===== src/rtl/spin_rng_pkg.sv =====
// Shared types and constants for the round-robin random-word arbiter:
// FSM state encoding, LFSR geometry/taps and the default seed.
package spin_rng_pkg;

  typedef enum logic [1:0] {
    ST_IDLE    = 2'd0,
    ST_GEN     = 2'd1,
    ST_DELIVER = 2'd2
  } state_t;

  localparam int LFSR_W = 16;
  localparam logic [LFSR_W-1:0] SEED_INIT_DEF = 16'hACE1;

  // x^16 + x^14 + x^13 + x^11 expressed as state bit positions
  localparam int TAP_A = 15;
  localparam int TAP_B = 13;
  localparam int TAP_C = 12;
  localparam int TAP_D = 10;

  function automatic logic lfsr_fb(input logic [LFSR_W-1:0] s);
    return s[TAP_A] ^ s[TAP_B] ^ s[TAP_C] ^ s[TAP_D];
  endfunction

endpackage


===== src/rtl/spin_lfsr16.sv =====
// 16-bit Fibonacci LFSR shifting left; out_bit is the MSB about to leave.
// load has priority over step.
module spin_lfsr16
  import spin_rng_pkg::*;
#(
  parameter logic [LFSR_W-1:0] SEED_INIT = SEED_INIT_DEF
) (
  input  logic              clk,
  input  logic              rst,
  input  logic              step,
  input  logic              load,
  input  logic [LFSR_W-1:0] load_val,
  output logic [LFSR_W-1:0] state,
  output logic              out_bit
);

  logic [LFSR_W-1:0] r_state;

  always_ff @(posedge clk or posedge rst) begin
    if (rst) begin
      r_state <= SEED_INIT;
    end else if (load) begin
      r_state <= load_val;
    end else if (step) begin
      r_state <= {r_state[LFSR_W-2:0], lfsr_fb(r_state)};
    end
  end

  assign state   = r_state;
  assign out_bit = r_state[LFSR_W-1];

endmodule


===== src/rtl/spin_rng_arbiter.sv =====
// Round-robin arbiter handing out RAND_W-bit words built serially from a shared LFSR.
// Optional runtime reseed port enabled by defining RNG_RESEED_EN.
module spin_rng_arbiter
  import spin_rng_pkg::*;
#(
  parameter int                N_REQ     = 4,
  parameter int                RAND_W    = 12,
  parameter logic [LFSR_W-1:0] SEED_INIT = SEED_INIT_DEF
) (
  input  logic              clk,
  input  logic              rst,
`ifdef RNG_RESEED_EN
  input  logic              seed_load,
  input  logic [LFSR_W-1:0] seed_val,
`endif
  input  logic [N_REQ-1:0]  req,
  output logic [N_REQ-1:0]  gnt,
  output logic [RAND_W-1:0] rand_out,
  output logic              rand_valid,
  output logic              busy
);

  localparam int OW = (N_REQ > 1) ? $clog2(N_REQ) : 1;
  localparam int CW = $clog2(RAND_W + 1);
  localparam logic [OW-1:0] LAST_RST = OW'(N_REQ - 1);
  localparam logic [CW-1:0] CNT_LAST = CW'(RAND_W - 1);
  localparam logic [N_REQ-1:0] ONE_HOT0 = {{(N_REQ-1){1'b0}}, 1'b1};

  state_t              r_state, w_state_nxt;
  logic [OW-1:0]       r_last_owner, r_owner, w_pick, w_cand;
  logic [CW-1:0]       r_cnt;
  logic [RAND_W-1:0]   r_acc, r_rand_out;
  logic [N_REQ-1:0]    r_gnt;
  logic                r_rand_valid;
  logic                w_step, w_load, w_out_bit, w_lock;
  logic                w_seed_load;
  logic [LFSR_W-1:0]   w_seed_val, w_load_val, w_lfsr_state;

`ifdef RNG_RESEED_EN
  assign w_seed_load = seed_load;
  assign w_seed_val  = seed_val;
`else
  assign w_seed_load = 1'b0;
  assign w_seed_val  = '0;
`endif

  // An all-zero seed would lock the LFSR, so it falls back to SEED_INIT.
  assign w_load_val = (w_seed_load && (w_seed_val != '0)) ? w_seed_val : SEED_INIT;
  assign w_lock     = (w_lfsr_state == '0);

  function automatic logic [OW-1:0] wrap_idx(input logic [OW-1:0] base, input int off);
    int s;
    s = int'(base) + off;
    if (s >= N_REQ) s = s - N_REQ;
    return s[OW-1:0];
  endfunction

  // Walk downward so the nearest requester after last_owner is the final winner.
  always_comb begin
    w_pick = r_last_owner;
    w_cand = '0;
    for (int i = N_REQ; i >= 1; i--) begin
      w_cand = wrap_idx(r_last_owner, i);
      if (req[w_cand]) w_pick = w_cand;
    end
  end

  always_ff @(posedge clk or posedge rst) begin
    if (rst) r_state <= ST_IDLE;
    else     r_state <= w_state_nxt;
  end

  always_comb begin
    w_state_nxt = r_state;
    w_step      = 1'b0;
    w_load      = 1'b0;
    busy        = 1'b1;
    case (r_state)
      ST_IDLE: begin
        busy = 1'b0;
        if (w_seed_load || w_lock) begin
          w_load = 1'b1;
        end else if (|req) begin
          w_state_nxt = ST_GEN;
        end
      end
      ST_GEN: begin
        w_step = 1'b1;
        if (r_cnt == CNT_LAST) w_state_nxt = ST_DELIVER;
      end
      ST_DELIVER: w_state_nxt = ST_IDLE;
      default:    w_state_nxt = ST_IDLE;
    endcase
  end

  spin_lfsr16 #(
    .SEED_INIT (SEED_INIT)
  ) u_lfsr (
    .clk      (clk),
    .rst      (rst),
    .step     (w_step),
    .load     (w_load),
    .load_val (w_load_val),
    .state    (w_lfsr_state),
    .out_bit  (w_out_bit)
  );

  // First generated bit lands in bit 0 after RAND_W right shifts.
  always_ff @(posedge clk or posedge rst) begin
    if (rst) begin
      r_last_owner <= LAST_RST;
      r_owner      <= '0;
      r_cnt        <= '0;
      r_acc        <= '0;
      r_rand_out   <= '0;
      r_gnt        <= '0;
      r_rand_valid <= 1'b0;
    end else begin
      r_gnt        <= '0;
      r_rand_valid <= 1'b0;
      case (r_state)
        ST_IDLE: begin
          r_cnt <= '0;
          if (w_state_nxt == ST_GEN) r_owner <= w_pick;
        end
        ST_GEN: begin
          r_acc <= {w_out_bit, r_acc[RAND_W-1:1]};
          r_cnt <= r_cnt + CW'(1);
          if (r_cnt == CNT_LAST) begin
            r_rand_out   <= {w_out_bit, r_acc[RAND_W-1:1]};
            r_gnt        <= ONE_HOT0 << r_owner;
            r_rand_valid <= 1'b1;
          end
        end
        ST_DELIVER: r_last_owner <= r_owner;
        default: ;
      endcase
    end
  end

  assign gnt        = r_gnt;
  assign rand_out   = r_rand_out;
  assign rand_valid = r_rand_valid;

endmodule


===== config.mk =====
export PLATFORM = sky130hd
export DESIGN_NAME = spin_rng_arbiter
export DESIGN_NICKNAME = d
export VERILOG_FILES = /design/src/rtl/spin_rng_pkg.sv /design/src/rtl/spin_lfsr16.sv /design/src/rtl/spin_rng_arbiter.sv
export SDC_FILE = /design/constraint.sdc
export NUM_CORES = 1
export LEC_CHECK = 0
export CORE_MARGIN = 3
export CORE_UTILIZATION = 60
export DETAILED_ROUTE_END_ITERATION = 8
export DONT_BUFFER_PORTS = 1
export GPL_ROUTABILITY_DRIVEN = 0
export GPL_TIMING_DRIVEN = 1
export HOLD_SLACK_MARGIN = 0.06
export PLACE_DENSITY = 0.76
export RECOVER_POWER = 50
export SETUP_SLACK_MARGIN = 0.05
export SLEW_MARGIN = 20
export SYNTH_ARGS = -nofsm -noshare
export SYNTH_HDL_FRONTEND = slang
export SYNTH_SLANG_ARGS = --single-unit

===== constraint.sdc =====
create_clock -name clk -period 5.1 [get_ports clk]
set_clock_uncertainty 0.1 [all_clocks]
set_input_delay 1.02 -clock clk [delete_from_list [all_inputs] [get_ports clk]]
set_output_delay 1.02 -clock clk [all_outputs]
set_load 0.02 [all_outputs]

* Yosys cells after proc, flatten, opt, wreduce, memory -nomap -nowiden *
Index checks and enable logic that the tools add are counted.

operators by class
  $add $sub $neg = 9
  magnitude comparators = 8
  equality and inequality tests = 4
  shifts and indexed selects = 1
  muxes and demuxes = 31
  bitwise logic cells = 3
  reduce and logical (&&, ||, !) cells = 7

operators by type and width
  cell                                                                           count
  16-bit 2-to-1 mux                                                              2
  2-bit 2-to-1 mux                                                               11
  16-bit logical NOT                                                             1
  2-bit by 3-bit less-than comparator with 1-bit output (second input constant)  4
  1-bit 2-to-1 mux                                                               10
  3-bit >= comparator (second input constant)                                    3
  1-bit binary-select mux with 2-bit select                                      4
  4-bit 2-to-1 mux                                                               2
  4-bit case mux with 2 select lines                                             1
  2-bit by 1-bit subtractor with 2-bit output (second input constant)            4
  2-bit by 2-bit adder with 3-bit output (second input constant)                 2
  2-bit by 3-bit adder with 4-bit output (second input constant)                 1
  4-bit by 1-bit adder with 4-bit output (second input constant)                 1
  2-bit by 1-bit == test with 1-bit output (second input constant)               2
  4-bit == test (second input constant)                                          1
  4-bit by 3-bit >= comparator with 1-bit output (second input constant)         1
  2-bit case mux with 2 select lines                                             1
  2-bit AND reduction                                                            2
  2-bit nonzero test                                                             2
  4-bit OR reduction                                                             1
  1-bit by 2-bit << shifter with 4-bit output (first input constant)             1
  2-bit by 1-bit adder with 3-bit output (second input constant)                 1
  1-bit bitwise XOR                                                              3
  2-bit == test (second input constant)                                          1
  2-bit logical NOT                                                              1

word-level totals
  flip-flop bits (word level) = 55
  input bits = 6
  output and inout port bits = 18
  logic and storage cells = 72

* Longest topological paths before layout *
Gate-level depths: netlist (run 1).

  depth in word-level cells = 9
  depth in mapped cells = 7
  mapped depth without buffers = 5

* By module *
A second synthesis (run 1) with hierarchy kept.

second synthesis, totals
  cell total of the unflattened synthesis = 219
  area, all modules = 2421.1 sq um

modules (own cells, without submodules)
  module            times used  cells each  area each (sq um)
  spin_rng_arbiter  1           144         1609.0
  spin_lfsr16       1           75          812.0

* Least setup slack after synthesis (run 1) *
No wires, ideal clock.

  path kind = register to output
  start = register r_state[1]
  end = output busy
  data arrival time = 745 ps
  slack = 3235 ps
  cell stages (with the launch flop) = 2
  cell sequence = dfrtp_1 > or2_1

on the way
  cells in the longest elaborated chain, start to end = 2

RTL lines
  what                    line                    source
  start, declared         spin_rng_arbiter.sv:29  state_t r_state, w_state_nxt;
  start signal, assigned  spin_rng_arbiter.sv:70  else r_state <= w_state_nxt;
  2-bit logical NOT       spin_rng_arbiter.sv:78  case (r_state)
  1-bit 2-to-1 mux        spin_rng_arbiter.sv:78
  end, declared           spin_rng_arbiter.sv:20  output logic busy

Every way passes these cells.

* Final worst setup path (run 1) *
  start = register r_state[0]
  end = register r_rand_out[7], in the netlist rand_out[7]

on the way
  cells in the longest elaborated chain, start to end = 2

RTL lines
  what                                      line                     source
  2-bit by 1-bit == test with 1-bit output  spin_rng_arbiter.sv:121  case (r_state)
  2-bit AND reduction (no source line)      n/a
  end signal, assigned                      spin_rng_arbiter.sv:130  r_rand_out <= {w_out_bit, r_acc[RAND_W-1:1]};
  end, declared                             spin_rng_arbiter.sv:32   logic [RAND_W-1:0] r_acc, r_rand_out;

Every way passes these cells.
A chain may end at the register's enable or synchronous reset.

==> flow_summary.toml, run 1 <==
[outcome]
outcome = "finished with violations"
violations = "capacitance limit, slew limit"

[power]
p_sw_mw = 0.572
p_sw_share_pct = 38.6
p_int_mw = 0.911
ir_drop_uv = 404
pwr-share-seq_pct = 55.2
leakagePower_nw = 1.20
power_density_nw_per_um2 = 622
combPwrFrac_pct = 29.1
pwr-share-clk_pct = 15.7

[synth]
synth_area_per_cell_um2 = 10.9
yosysSeqAreaShare_pct = 59.4
yosysUniqueCellTypes = 38
postSynth.asyncResetShare_pct = 100
synth-seq-cells = 54
synth_edf_count = 0
netlist_instances = 210
syn-cell-area_um2 = 2300
yosysWarnings = 0
ys.flop_type = "dfrtp_1"
synth_nets = 217

[clocking]
cts_buffer_depth = 2
cts_tree = "yes"
cts_made_buffers = 5
clkTransAtPathRegs_ns = 0.10
hold_buffers = 0
cts_root_buf = "clkbuf_8"
cts_setup_buffers = 0
h-tree-depth = 2
ctsResizeCount = 0
cts.sinks = 54
clock_latency_ns = 0.30

[placed_design]
hpwl_mm = 2.62
port_buffers = 0

[worst_hold_path]
hp-class = "flip-flop to flip-flop"
hold_depth = 2

[floorplan]
core_um2 = 3520
die_h_um = 67.9
die_w_um = 67.9
die_area_um2 = 4600
ios = 24
fp-row-count = 21
start_util_pct = 65.2

[routing]
viasPerCell = 5.63
dr_wl_met2_mm = 1.93
dr_wl_met3_um = 168
ant_nets = 0
firstDrtPassIters = 4
drt_iter0_drc = 121
vias = 1435
drt-wirelength-per-cell_um = 15.2
highest_layer = "met4"
drt-total-wl_mm = 3.87
wl_met1_mm = 1.74
drc_errors = 0

[sta]
finalSetupTns_ns = 0
grt_setup_unrepaired = "false"
worst_pin_slew_ns = 2.26
whs_ns = 0.401
slew_violations = 86
hold_viol_final = 0
fin_crit_sh_pct = 58.7
setup_viol = 0
timing.slew.headroom_pct = -51.2
fmax_mhz = 334
min_period_ns = 3.00

[global_route]
antenna_found_initial = 0
grt_pass1_vias = 1378
grt_overflow = 0
grt_max_degree = 55
globalRouteTotalUtil_pct = 19.3
grt_pass1_wl_mm = 6.56

[worst_setup_path]
crit_end = "rand_out[7]"
cp.arrival_ns = 3.08
ff2ff_setup_slack_ns = 2.10
worst_ep_required_time_ns = 5.19
rr_worst_depth = 3
crit_type = "flip-flop to flip-flop"
crit_path_start = "r_state[0]"
cp-end-kind = "flip-flop"
worstReg2RegEnd = "rand_out[7]"
path_max_fanout = 30
rr_startpoint = "r_state[0]"
start_kind = "flip-flop"

[final_layout]
layout-drive-gt1-share_pct = 21.5
utilization_pct = 67.7
final_net_count = 215
layout_common_cells = "76 x nand2_1, 44 x dfrtp_1, 10 x dfstp_2, 9 x mux2_2, 7 x nand3_2"
final.fill_count = 268
syn2layout_area_growth_pct = 3.87
final_common_cell = "nand2_1"
antenna_cells = 0

[run]
cap_violations = 2
==> layer usage <==
layer  vias to the layer above  track usage, %
met5                         -               0
li1                        680               -
met3                         2            4.93
met4                         0            5.96
met2                        31            30.6
met1                       722            26.3
==> cell type report <==
class | count | area, µm² | share of cell area [%]
tap | 46 | 57.6 | 2.41
clock inverter | 3 | 21.3 | 0.892
multi-input combinational | 145 | 865 | 36.3
clock buffer | 5 | 68.8 | 2.89
sequential | 54 | 1360 | 57.2
inverter | 2 | 8.76 | 0.367
==> power groups by stage <==
| stage | clock (mW) | combinational, mW | sequential (mW) |
|---|---|---|---|
| final | 0.233 | 0.431 | 0.819 |
| after CTS | 0.237 | 0.436 | 0.817 |
| after global routing | 0.257 | 0.490 | 0.844 |
| after detailed placement | 0 | 0.435 | 0.824 |
| after floorplan | 0 | 0.375 | 0.778 |
| after global placement | 0 | 0.404 | 0.811 |
==> registers in the layout, summed over array words and instances (netlist names) <==
name	cells
u_lfsr.state	16
rand_out	12
r_acc	11
gnt	4
r_cnt	4
r_last_owner	2
r_owner	2
r_state	2
rand_valid	1
==> per-stage QoR <==
step | instance area, µm² | worst slack, ns | total power, mW | std cells
5_1_grt | 2380 | 1.90 | 1.59 | 255
4_1_cts | 2380 | 2.70 | 1.49 | 255
6_report | 2380 | 2.10 | 1.48 | 255
3_5_place_dp | 2290 | 2.70 | 1.26 | 247
3_3_place_gp | 2290 | 2.83 | 1.22 | 247
2_1_floorplan | 2300 | 2.68 | 1.15 | 210
==> synth_stat cells, types with 2 or more instances <==
cell / instances / area share, %
nand2_1: 76 / 12
dfrtp_1: 44 / 48
dfstp_2: 10 / 11
mux2_2: 9 / 4.4
nand3_2: 7 / 3.1
o21ai_0: 6 / 1.3
mux2_4: 5 / 3.3
nand2b_1: 4 / 1.1
nor2_1: 4 / 0.65
a21o_1: 3 / 0.98
clkbuf_1: 3 / 0.49
nor2b_1: 3 / 0.82
nor4_1: 3 / 0.82
xnor2_1: 3 / 1.1
a21oi_1: 2 / 0.44
and3b_1: 2 / 0.76
buf_2: 2 / 0.44
buf_6: 2 / 0.98
inv_1: 2 / 0.33
or2_1: 2 / 0.54
==> cells by family (layout without fill, tap and decap cells) <==
group	Yosys count	count (layout)	share of synthesized area (%)
flip-flops	54	54	59.4
XOR/XNOR	3	3	1.14
multiplexers	15	15	8.17
buffers and inverters	11	10	3.05
AO/OA/AOI/OAI	16	16	4.69
AND/OR/NAND/NOR	110	110	23.0
adder cells (fa/ha/maj)	1	1	0.545
==> worst max-delay path: stages (launching register included) <==
cell and delay, ns:
dfrtp_1 0.43, nor2b_1 1.44, and2_4 0.53, mux2_2 0.38
==> worst min-delay path by stage <==
stage,from,endpoint,slack [ns]
detailed placement,r_acc[9],r_acc[9],0.38
floorplan,r_acc[1],r_acc[1],0.35
CTS,r_acc[1],r_acc[1],0.41
finish,u_lfsr.state[0],u_lfsr.state[1],0.40
global placement,r_acc[1],r_acc[1],0.36
global route,u_lfsr.state[0],u_lfsr.state[1],0.43
Power figures use the tool's default switching activity.
==> run 2, diff against run 1 <==
clock period = 3 ns   (was 5.1 ns; I/O delays follow)
==> run 2 against run 1 <==
  * The flow still finishes with violations (capacitance limit, slew limit)
  * Die area did not move
  * Global-route usage fell by 0.91 points
  * Critical endpoint is now r_state[0]
  * Highest routed layer unchanged
  * Worst hold slack got worse by 0.012 ns
==> flow_summary.toml, run 2 (synthesized netlist as in run 1, its figures left out) <==
[worst_setup_path]
rr_worst_depth = 3
cp.arrival_ns = 2.13
worst_ep_required_time_ns = 3.02
cp-end-kind = "flip-flop"
path_max_fanout = 31
crit_type = "flip-flop to flip-flop"
worstReg2RegEnd = "r_state[0]"
cp_cell_sequence = "nand2b_1, clkbuf_1, o21ai_0"
start_kind = "flip-flop"
slowest_delay_ns = 0.95
critical_path.top_delay_family = "buffers and inverters"
ff2ff_setup_slack_ns = 0.89
rr_startpoint = "r_state[1]"
cp.depth = 3
worst-path-buf-inv = 1
critical-path-slowest-cell = "clkbuf_1"

[run]
cap_violations = 1

[worst_hold_path]
hp-class = "flip-flop to flip-flop"
hold_depth = 2
hold-path-endpoint = "r_acc[1]"
min_from = "r_acc[1]"

[routing]
drt-total-wl_mm = 3.79
vias = 1418
drt-wirelength-per-cell_um = 14.7
viasPerCell = 5.52
ant_nets = 0
firstDrtPassIters = 4
drc_errors = 0
drt_iter0_drc = 111

[placed_design]
hpwl_mm = 2.58
dp_slack_ns = 1.16
port_buffers = 0

[global_route]
grt_overflow = 0
antenna_found_initial = 0
grt_pass1_vias = 1381
grt_max_degree = 55
globalRouteTotalUtil_pct = 18.4
grt_pass1_wl_mm = 6.21

[sta]
slew_violations = 55
grt_setup_unrepaired = "false"
worst_pin_slew_ns = 2.19
min_period_ns = 2.11
setup_viol = 0
timing.slew.headroom_pct = -46.7
fmax_mhz = 475
finalSetupTns_ns = 0
setup_ws_ns = 0.894
hold_viol_final = 0
fin_crit_sh_pct = 70.2

[final_layout]
largest_reg_flops = 16
antenna_cells = 0
syn2layout_area_growth_pct = 5.18
final_net_count = 217
final_common_cell = "nand2_1"
utilization_pct = 68.6
layout-drive-gt1-share_pct = 21.8
layout_common_cells = "76 x nand2_1, 44 x dfrtp_1, 10 x dfstp_2, 9 x mux2_2, 7 x nand3_2"

[outcome]
outcome = "finished with violations"
violations = "capacitance limit, slew limit"

[clocking]
h-tree-depth = 2
cts_root_buf = "clkbuf_8"
ctsResizeCount = 0
cts_buffer_depth = 2
clock_latency_ns = 0.30
cts.sinks = 54
cts_made_buffers = 5
clkTransAtPathRegs_ns = 0.09
cts_tree = "yes"
hold_buffers = 0
cts_setup_buffers = 0

[floorplan]
die_h_um = 67.9
fp-row-count = 21
core_um2 = 3520
ios = 24
die_w_um = 67.9
start_util_pct = 65.2
die_area_um2 = 4600

[power]
ir_drop_uv = 541
power_density_nw_per_um2 = 1070
p_total_mw = 2.59
leakagePower_nw = 1.22
run 2: changes by cell type in the layout (fill, tap and decap cells not counted):
cell,previous run,this run
buf_4,0,1
bufinv_16,0,1
clkbuf_1,0,1
clkinv_2,1,2
clkinv_4,1,0
clkinvlp_4,1,0
nand2b_1,3,4
nand2b_2,1,0
nor2b_1,3,2
nor2b_2,0,1
run 2: worst max path at each step:
stage                     slack, ns     endpoint        from
final                          0.89   r_state[0]  r_state[1]
after global placement         1.26  rand_out[8]  r_state[1]
after detailed placement       1.16  rand_out[8]  r_state[1]
after floorplan                1.00       gnt[0]         rst
after CTS                      1.14         busy  r_state[1]
after global routing           0.70   r_state[0]  r_state[1]
run 2: worst reg2reg max path, cell delays in order, from the launching register on:
cell and delay, ns:
dfrtp_1 0.49, nand2b_1 0.14, clkbuf_1 0.95, o21ai_0 0.25
run 2: cell type report:
type                    instances  area [µm²]
multi-input cells             145         865
clock buffers                   5        68.8
fillers                       273        1110
flip-flops and latches         54        1360
inverters                       2        8.76
well taps                      46        57.6
repair buffers                  2        11.3
clock inverters                 3        40.0
run 2: report_power, final:
group	switching, mW	leakage, nW	internal, mW	total [mW]
clock	0.220	0.0579	0.246	0.465
combinational	0.401	0.483	0.339	0.740
sequential	0.331	0.680	1.06	1.39
run 2: through the flow:
step / cells / area [µm²] / hold slack [ns]
floorplan: 210 / 2300 / 0.346
global placement: 249 / 2310 / 0.361
detailed placement: 249 / 2310 / 0.371
CTS: 257 / 2420 / 0.364
global route: 257 / 2410 / 0.430
finish: 257 / 2410 / 0.389
run 2: metal layers:
layer	wire [µm]	up-vias	share of wire (%)	track usage, %
li1	-	686	-	-
met1	1700	694	45	23.3
met2	1900	34	50	30.1
met3	167	4	4.4	5.91
met4	24	0	0.63	5.96
met5	0	-	0	0
